## config.mk

```make
export PLATFORM = sky130hd
export DESIGN_NAME = serial_add_ctrl
export DESIGN_NICKNAME = d
export VERILOG_FILES = /design/src/rtl/serial_add_ctrl_pkg.sv /design/src/rtl/fa_slice.sv /design/src/rtl/serial_add_ctrl.sv
export SDC_FILE = /design/constraint.sdc
export NUM_CORES = 1
export LEC_CHECK = 0
export CAP_MARGIN = 25
export CORE_AREA = 2 2 45 51
export CTS_BUF_LIST = sky130_fd_sc_hd__clkbuf_4 sky130_fd_sc_hd__clkbuf_8
export CTS_CLUSTER_DIAMETER = 150
export DETAILED_ROUTE_END_ITERATION = 7
export DIE_AREA = 0 0 47 53
export HOLD_SLACK_MARGIN = 0.06
export PLACE_DENSITY = 0.88
export SYNTH_ARGS = -nofsm -noshare
export SYNTH_HDL_FRONTEND = slang
export SYNTH_SLANG_ARGS = --single-unit
```

## constraint.sdc

```tcl
create_clock -name clk -period 1.6 [get_ports clk]
set_clock_uncertainty 0.1 [all_clocks]
set_input_delay 0.32 -clock clk [delete_from_list [all_inputs] [get_ports clk]]
set_output_delay 0.32 -clock clk [all_outputs]
set_load 0.05 [all_outputs]
```

## src/rtl/serial_add_ctrl_pkg.sv

```systemverilog
// Shared state encodings, default width and full-adder helper for the bit-serial adder.
// Both the controller and its 1-bit slice import this package.
package serial_add_ctrl_pkg;

  localparam int unsigned SaDefaultWidth = 4;

  typedef enum logic [1:0] {
    StIdle = 2'd0,
    StRun  = 2'd1,
    StDone = 2'd2
  } sa_state_e;

  function automatic logic maj3(input logic x, input logic y, input logic z);
    return (x & y) | (x & z) | (y & z);
  endfunction

endpackage

```

## src/rtl/fa_slice.sv

```systemverilog
// Combinational 1-bit full adder, shared across all bit positions by the serial controller.
module fa_slice
  import serial_add_ctrl_pkg::*;
(
  input  logic a,
  input  logic b,
  input  logic ci,
  output logic s,
  output logic co
);

  assign s  = a ^ b ^ ci;
  assign co = maj3(a, b, ci);

endmodule

```

## src/rtl/serial_add_ctrl.sv

```systemverilog
// Bit-serial adder controller: one full-adder slice stepped over WIDTH cycles per operation.
// Optional macro SERIAL_ADD_OVF_EN adds a registered two's-complement overflow output (ovf).
module serial_add_ctrl
  import serial_add_ctrl_pkg::*;
#(
  parameter int unsigned WIDTH = SaDefaultWidth
) (
  input  logic             clk,
  input  logic             reset,
  input  logic             start,
  input  logic [WIDTH-1:0] a,
  input  logic [WIDTH-1:0] b,
  input  logic             cin,
  output logic             busy,
  output logic             done,
  output logic [WIDTH-1:0] sum,
  output logic             cout
`ifdef SERIAL_ADD_OVF_EN
  ,
  output logic             ovf
`endif
);

  localparam int unsigned CNT_W = (WIDTH > 2) ? $clog2(WIDTH) : 1;

  sa_state_e        state_q;
  logic [WIDTH-1:0] sa_q;
  logic [WIDTH-1:0] sb_q;
  // Bit 0 of the sum shift register is never needed: the final bit is taken from the slice.
  logic [WIDTH-1:1] ss_q;
  logic             c_q;
  logic [CNT_W-1:0] cnt_q;

  logic             slice_s;
  logic             slice_co;
  logic [WIDTH-1:0] ss_next;
  logic             last_bit;

  fa_slice u_fa_slice (
    .a  (sa_q[0]),
    .b  (sb_q[0]),
    .ci (c_q),
    .s  (slice_s),
    .co (slice_co)
  );

  assign ss_next  = {slice_s, ss_q};
  assign last_bit = (cnt_q == CNT_W'(WIDTH - 1));

  always_ff @(posedge clk) begin
    if (reset) begin
      state_q <= StIdle;
      sa_q    <= '0;
      sb_q    <= '0;
      ss_q    <= '0;
      c_q     <= 1'b0;
      cnt_q   <= '0;
      busy    <= 1'b0;
      done    <= 1'b0;
      sum     <= '0;
      cout    <= 1'b0;
`ifdef SERIAL_ADD_OVF_EN
      ovf     <= 1'b0;
`endif
    end else begin
      done <= 1'b0;
      unique case (state_q)
        StIdle: begin
          if (start) begin
            sa_q    <= a;
            sb_q    <= b;
            ss_q    <= '0;
            c_q     <= cin;
            cnt_q   <= '0;
            busy    <= 1'b1;
            state_q <= StRun;
          end
        end
        StRun: begin
          c_q   <= slice_co;
          sa_q  <= {1'b0, sa_q[WIDTH-1:1]};
          sb_q  <= {1'b0, sb_q[WIDTH-1:1]};
          ss_q  <= ss_next[WIDTH-1:1];
          cnt_q <= cnt_q + CNT_W'(1);
          if (last_bit) begin
            sum     <= ss_next;
            cout    <= slice_co;
`ifdef SERIAL_ADD_OVF_EN
            // c_q is the carry into the MSB slice on this cycle.
            ovf     <= c_q ^ slice_co;
`endif
            busy    <= 1'b0;
            done    <= 1'b1;
            state_q <= StDone;
          end
        end
        StDone: begin
          state_q <= StIdle;
        end
        default: begin
          busy    <= 1'b0;
          state_q <= StIdle;
        end
      endcase
    end
  end

endmodule

```

# == Yosys cells after proc, flatten, opt, wreduce, memory -nomap -nowiden ==
# Index checks and enable logic that the tools add are counted.
# word_totals
register_bits,23
latchBits,0
mem_bits_rw,0
romBits,0
inputBits,12
out_inout_bits,7
elab_cells,49
n_memories,0
# classes
n_addsub,1
mul,0
n_div,0
magnitude_cmp,0
n_eq_ne,5
n_shift,0
muxes,17
bitwise_logic,9
n_reduce_logical,7
# ops
cell,n
$pmux W4 S2,2
$mux W4,2
$pmux W2 S2,2
$mux W2,3
$pmux W3 S2,1
$reduce_and A2 Y1,3
$eq A2 B2 Y1 const B,2
$mux W1,4
$ne A2 B2 Y1 const B,2
$and A1 B1 Y1,3
$mux W3,1
$pmux W1 S3,1
$reduce_and A3 Y1,1
$add A2 B1 Y2 const B,1
$eq A2 B1 Y1 const B,1
$logic_not A2 Y1,1
$not A1 Y1,2
$or A1 B1 Y1,2
$pmux W1 S2,1
$reduce_bool A2 Y1,1
$reduce_or A2 Y1,1
$xor A1 B1 Y1,2

# == Depth between registers and ports, before layout ==
# Gate-level depths: netlist of the first run.
# depth
ltp_word,4
ltp_mapped,5
depth_no_buf,4

# == By module ==
# A second synthesis of the first run with hierarchy kept.
# unflattened
cells_unflattened,94
hier_area_um2,957.2
# modules_own_cells
module,n_inst,cells_each,area_each_um2,seq_area_each_um2
serial_add_ctrl,1,93,937.1,460.4
fa_slice,1,1,20.0,0.0

# == Worst setup path after synthesis of the first run ==
# OpenSTA, ideal clock, no wires.
# synth_timing
kind,register to register
start,register c_q
end,register ss_q[3] (netlist name)
setup_ns,0.128
arrival_time_ns,0.999
t_required_ns,1.372
path_slack_ns,0.373
path_stages_with_launch,4
n_path_buf,0
period_less_slack_ns,1.227
path_cell_list,dfxtp_1 -> fa_1 -> a22oi_1 -> nor2_1
# synth_between
elab_chain_len,2
# synth_rtl
element,line,text
"start, declared",serial_add_ctrl.sv:31,logic c_q;
"start signal, assigned",serial_add_ctrl.sv:73,c_q <= cin;
"start signal, assigned",serial_add_ctrl.sv:80,c_q <= slice_co;
$xor A1 B1 Y1,fa_slice.sv:12,assign s = a ^ b ^ ci;
named net slice_s,serial_add_ctrl.sv:34,logic slice_s;
$pmux W3 S2,serial_add_ctrl.sv:67,unique case (state_q)
"end signal, assigned",serial_add_ctrl.sv:83,ss_q <= ss_next[WIDTH-1:1];
"end, declared",serial_add_ctrl.sv:30,logic [WIDTH-1:1] ss_q;
# The timed path passes the listed nets, and every way through them passes these cells.
# A chain may end at the register's enable or synchronous reset.

# == Worst setup path in the final report of the first run ==
# layout_timing
start,register state_q[0]
end,register sa_q[2]
# layout_between
elab_chain_len,3
elab_cells_between_ends,6
cone_classes,eq/ne (2); mux (1); reduce/logical (3)
# layout_rtl
element,line,text
"start, declared",serial_add_ctrl.sv:26,sa_state_e state_q;
"start signal, assigned",serial_add_ctrl.sv:52,state_q <= StIdle;
"start signal, assigned",serial_add_ctrl.sv:76,state_q <= StRun;
"start signal, assigned",serial_add_ctrl.sv:94,state_q <= StDone;
$eq A2 B1 Y1 / $logic_not A2 Y1 (equally long branches),serial_add_ctrl.sv:67,
$reduce_bool A2 Y1 (no source line) / $ne A2 B2 Y1 (equally long branches),n/a,
$reduce_and A2 Y1 (no source line),n/a,
"end signal, assigned",serial_add_ctrl.sv:81,"sa_q <= {1'b0, sa_q[WIDTH-1:1]};"
"end, declared",serial_add_ctrl.sv:27,logic [WIDTH-1:0] sa_q;
# Several ways; a longest one is shown, not always the timed one.

==> results of run 1 <==
[logic make-up (layout without fill, tap and decap cells)]
family	count (synthesis)	after routing	share of synthesized area [%]
buffers and inverters	7	30	4.32
multiplexers	6	6	6.10
AND/OR/NAND/NOR	42	42	23.1
AO/OA/AOI/OAI	21	21	16.4
adder cells (fa/ha/maj)	2	2	3.30
flip-flops	23	23	46.8
[sequential cells by signal, summed over array words and instances (netlist names)]
name	flops
sa_q	4
sb_q	4
sum	4
ss_q	3
cnt_q	2
state_q	2
busy	1
c_q	1
cout	1
done	1
[path summary, 6_finish.rpt]
path / startpoint / to / slack [ns] / cells after the start
hold / removal: ss_q[1]$_SDFFE_PP0P_ / sum[0]$_SDFFE_PP0P_ / 0.38 / 2
hold reg to reg: ss_q[1]$_SDFFE_PP0P_ / sum[0]$_SDFFE_PP0P_ / 0.38 / 2
setup / recovery: state_q[0]$_SDFFE_PP0P_ / sa_q[2]$_SDFFE_PP0P_ / 0.25 / 3
setup reg to reg: state_q[0]$_SDFFE_PP0P_ / sa_q[2]$_SDFFE_PP0P_ / 0.25 / 3
[where the power goes]
part	internal, mW	total (mW)	switching (mW)
logic	0.0941	0.175	0.0811
registers	0.601	0.624	0.0235
clock network	0.114	0.286	0.172
[cell usage after synthesis]
cell and instances:
inv_1 1, nand2_1 5, nand2b_1 1, nor4_2 3, buf_2 1, a211oi_2 4
a22oi_1 4, ha_1 1, nor3_1 1, o21ba_4 1, nor3b_1 3, nor2_1 18
nor2b_1 1, buf_4 2, mux2i_1 6, clkbuf_1 2, dfxtp_1 23, o21ai_1 2
nor2b_2 1, nand3_1 5, fa_1 1, a21oi_1 8, o21bai_1 2, buf_6 1
nand3b_1 4
[metrics by stage]
step / setup slack [ns] / util, %
after global placement: 0.0276 / 65.6
after floorplan: 0.373 / -
after global routing: 0.0949 / 67.1
after detailed placement: -0.0630 / 65.6
final: 0.250 / 67.1
after CTS: 0.252 / 67.1
[routing by layer]
layer  track usage [%]  up-vias  wire [µm]
met3              2.39        6         39
met2              28.3       17        945
met4              13.9        0         74
met1              22.6      364        854
li1                  -      398          -
met5                 0        -          0
[critical path: cells and delay by family (launching register included)]
family	cells	cell delay (ns)
DFF	1	0.55
muxes	1	0.27
buffers and inverters	1	0.24
AOI/OAI and AO/OA	1	0.09
[final cells by class]
cell class	count	area share [%]
repair buffers	25	23.0
flip-flops and latches	23	35.0
multi-input cells	71	36.7
clock buffers	4	2.29
inverters	1	0.286
well taps	28	2.67
==> flow_summary.json, run 1 <==
{
  "start_kind": "register",
  "power_density_nw_per_um2": 826,
  "min_period_ns": 1.35,
  "yosys-top-cells-area": "dfxtp_1, nor2_1, mux2i_1",
  "diodes": 0,
  "grt_usage_pct": 18.4,
  "syn_nets": 115,
  "hpwl_mm": 1.46,
  "post_synth.cell_area_avg_um2": 9.75,
  "worst_pin_slew_ns": 0.347,
  "clk_pin_slew_worst_paths_ns": 0.12,
  "cts_tree": "done",
  "outcome": "finished, final reports clean",
  "syn_inst": 101,
  "end_kind": "register",
  "cp_max_fo": 10,
  "first_pass_iters": 4,
  "regArea_um2": 460,
  "cts_root_buffer": "clkbuf_4",
  "drt_wl_total_mm": 1.91,
  "synth-warning-count": 0,
  "cp.arrival_ns": 1.46,
  "period_share_pct": 84.4,
  "grt_pass1_vias": 730,
  "cts_hold_buf": 0,
  "rsz0062_at_grt": "no",
  "ant_nets": 0,
  "slew_violations": 0,
  "ys_ff_latch": 23,
  "antenna_found_initial": 0,
  "grt_pass1_wl_mm": 3.13,
  "placed_cells": 148,
  "numCtsBuffers": 3,
  "clock_sinks": 23,
  "post_cts_buffers": 0,
  "cap_violations": 0,
  "synth_top_cell_area_share_pct": 46.8,
  "slowest_stage": "dfxtp_1",
  "tns_ns": 0,
  "die_h_um": 53,
  "finalPower_mw": 1.09,
  "stdcell_area_um2": 1310,
  "max_stage_delay_ns": 0.55,
  "io_buffers": 18,
  "grt_overflow_total": 0,
  "dr_total_vias": 785,
  "die_w_um": 47,
  "multiInputGateArea_um2": 482,
  "io_pins": 19,
  "ctsHtreeMaxLevel": 1,
  "final-setup-viol-count": 0,
  "hold_viol": 0,
  "hold_class": "reg -> reg",
  "postCtsResizedCells": 0,
  "clock_path_buffers": 2,
  "dr.first_iter.drc_count": 16,
  "drive_gt1_share_pct": 21.8,
  "cp.required_ns": 1.71,
  "wl_per_cell_um": 12.6,
  "fin_nets": 139,
  "dieArea_um2": 2490,
  "holdWs_ns": 0.379,
  "fillers": 152,
  "seq_area_frac_synth_pct": 46.8,
  "drc_errors": 0,
  "syn_area_um2": 985,
  "critPathKind": "reg -> reg",
  "layout_commonest_cell": "dfxtp_1",
  "syn_to_final_growth_pct": 33.4,
  "layout_common_cells": "dfxtp_1, nor2_1, clkdlybuf4s50_1",
  "slew_headroom_pct": 76.9,
  "yosysUniqueCellTypes": 25,
  "path_cells": "buf_4, mux2i_1, a211oi_2",
  "synth_area_leader_cell": "dfxtp_1",
  "gp_congestion": 0.745,
  "viasPerCell": 5.16,
  "vdd_drop_max_mv": 0.601,
  "coreArea_um2": 1960,
  "p_leak_nw": 0.494,
  "start_util_pct": 50.3,
  "placed_area_um2": 1280,
  "final_cell_count_no_fill": 152,
  "grt_start_max_net_pins": 15,
  "rows": 17,
  "max_freq_mhz": 741,
  "insertion_delay_ns": 0.31
}
No activity file was read; power rests on OpenSTA's default activity.
==> run 2, diff against run 1 <==
==> constraint.sdc (replaced) <==
create_clock -name clk -period 1.4 [get_ports clk]
set_clock_uncertainty 0.1 [all_clocks]
set_input_delay 0.28 -clock clk [delete_from_list [all_inputs] [get_ports clk]]
set_output_delay 0.28 -clock clk [all_outputs]
set_load 0.05 [all_outputs]
==> run 2 against run 1 <==
Against the previous run: clock-buffer cell count unchanged; via count up 1.7%; clock power up 13%; sequential power is 15% higher; cell count grew 1.3%; register-to-register slack lost 0.15 ns; largest power group unchanged; worst setup slack lost 0.15 ns; design area is 1.2% higher; non-clock buffer count is 2 higher; critical endpoint is now c_q$_SDFFE_PP0P_; power is 14% higher.
==> flow_summary.json, run 2 (synthesis gave the netlist of run 1 again) <==
{
  "placed_cells": 150,
  "rsz0062_at_grt": "no",
  "regArea_um2": 462,
  "slew_violations": 0,
  "max_stage_delay_ns": 0.47,
  "p_switching_uw": 313,
  "cp.required_ns": 1.50,
  "layout_common_cells": "dfxtp_1, nor2_1, clkdlybuf4s50_1",
  "fillers": 146,
  "syn_to_final_growth_pct": 35.1,
  "grt_start_max_net_pins": 15,
  "crit_family": "adder cells",
  "worst_pin_slew_ns": 0.339,
  "ant_nets": 0,
  "hp-start": "ss_q[1]$_SDFFE_PP0P_",
  "hold_viol": 0,
  "wl_per_cell_um": 12.1,
  "cap_violations": 0,
  "grt_overflow_total": 0,
  "dieArea_um2": 2490,
  "clock_path_buffers": 2,
  "critPathLaunch": "c_q$_SDFFE_PP0P_",
  "final_cell_count_no_fill": 154,
  "vdd_drop_max_mv": 0.647,
  "start_util_pct": 50.3,
  "diodes": 0,
  "stdcell_area_um2": 1330,
  "cts_tree": "done",
  "layout_commonest_cell": "dfxtp_1",
  "worst_slack_ns": 0.0972,
  "holdPathStages": 2,
  "drive_gt1_share_pct": 23.8,
  "reg2regPathDepth": 3,
  "numCtsBuffers": 3,
  "path_cells": "fa_1, mux2i_1, a211oi_2",
  "end_kind": "register",
  "critPathKind": "reg -> reg",
  "first_pass_iters": 5,
  "cts_hold_buf": 0,
  "viasPerCell": 5.18,
  "grt_pass1_vias": 771,
  "placed_area_um2": 1300,
  "slowest_stage": "fa_1",
  "grt_pass1_wl_mm": 3.20,
  "slew_headroom_pct": 77.3,
  "hold_class": "reg -> reg",
  "min_period_ns": 1.30,
  "clock_sinks": 23,
  "endpoint": "c_q$_SDFFE_PP0P_",
  "cp.arrival_ns": 1.41,
  "worst-path-stages": 3,
  "clock_power_share_pct": 26.1,
  "holdWs_ns": 0.386,
  "seq_power_share_pct": 57.6,
  "die_w_um": 47,
  "sw_frac_of_total_pct": 25.2,
  "multiInputGateArea_um2": 482,
  "ctsHtreeMaxLevel": 1,
  "die_h_um": 53,
  "period_share_pct": 93.1,
  "dr.first_iter.drc_count": 10,
  "cp_max_fo": 2,
  "reg2reg_to": "c_q$_SDFFE_PP0P_",
  "outcome": "finished, final reports clean",
  "fin_nets": 141,
  "cts_root_buffer": "clkbuf_4",
  "grt_usage_pct": 18.3,
  "critPathBufInv": 0,
  "clk_pin_slew_worst_paths_ns": 0.11,
  "pwr-share-comb_pct": 16.3,
  "worstReg2RegStart": "c_q$_SDFFE_PP0P_",
  "finalPower_mw": 1.24,
  "max_freq_mhz": 768,
  "insertion_delay_ns": 0.32,
  "gp_congestion": 0.738,
  "r2r_slack_ns": 0.1,
  "drc_errors": 0,
  "hpwl_mm": 1.46,
  "power_density_nw_per_um2": 933,
  "power.internal_uw": 928,
  "final-setup-viol-count": 0,
  "largestRegisters": "sa_q x4, sb_q x4, sum x4",
  "utilization_pct": 68.0,
  "drt_wl_total_mm": 1.87,
  "dr_total_vias": 798,
  "io_pins": 19,
  "place_ws_ns": -0.220,
  "io_buffers": 18,
  "rows": 17,
  "antenna_found_initial": 0,
  "p_leak_nw": 0.505,
  "start_kind": "register",
  "coreArea_um2": 1960,
  "tns_ns": 0
}
[run 2: cell types whose count changed in the layout (fill, tap and decap cells not counted), sizes merged]
cell / before / now
buf: 14 / 16
[run 2: worst min-delay path by stage]
stage	endpoint	slack, ns
after floorplan	sa_q[0]$_SDFFE_PP0P_	0.25
after global placement	sum[0]$_SDFFE_PP0P_	0.36
after detailed placement	sum[0]$_SDFFE_PP0P_	0.36
after CTS	sum[0]$_SDFFE_PP0P_	0.39
after global routing	sum[0]$_SDFFE_PP0P_	0.42
final	sum[0]$_SDFFE_PP0P_	0.39
[run 2: layout make-up]
type                    instances  share of cell area (%)
multi-input cells              71                    36.2
flip-flops and latches         23                    34.7
repair buffers                 27                    23.9
well taps                      28                    2.63
clock buffers                   4                    2.26
inverters                       1                   0.282
[run 2: per-layer routing]
metal	vias to the layer above	global-route usage, %	routed length, µm
met5	-	0	0
met4	0	12.5	43
met3	4	2.05	55
met2	21	28.3	942
met1	369	23.0	825
li1	404	-	-
[run 2: timing repair]
action	CTS	global route
gates resized for setup	1	0
setup endpoints to repair	1	0
setup buffers	0	0
[run 2: power groups by stage]
| stage | Combinational [mW] | Sequential [mW] | Clock (mW) |
|---|---|---|---|
| floorplan | 0.125 | 0.726 | 0 |
| global placement | 0.194 | 0.728 | 0 |
| detailed placement | 0.203 | 0.730 | 0 |
| CTS | 0.204 | 0.715 | 0.330 |
| global route | 0.219 | 0.721 | 0.373 |
| finish | 0.202 | 0.715 | 0.324 |
[run 2: worst register-to-register path, stage by stage (launching register included)]
cell      delay (ns)
dfxtp_1         0.35
fa_1            0.47
mux2i_1         0.20
a211oi_2        0.09
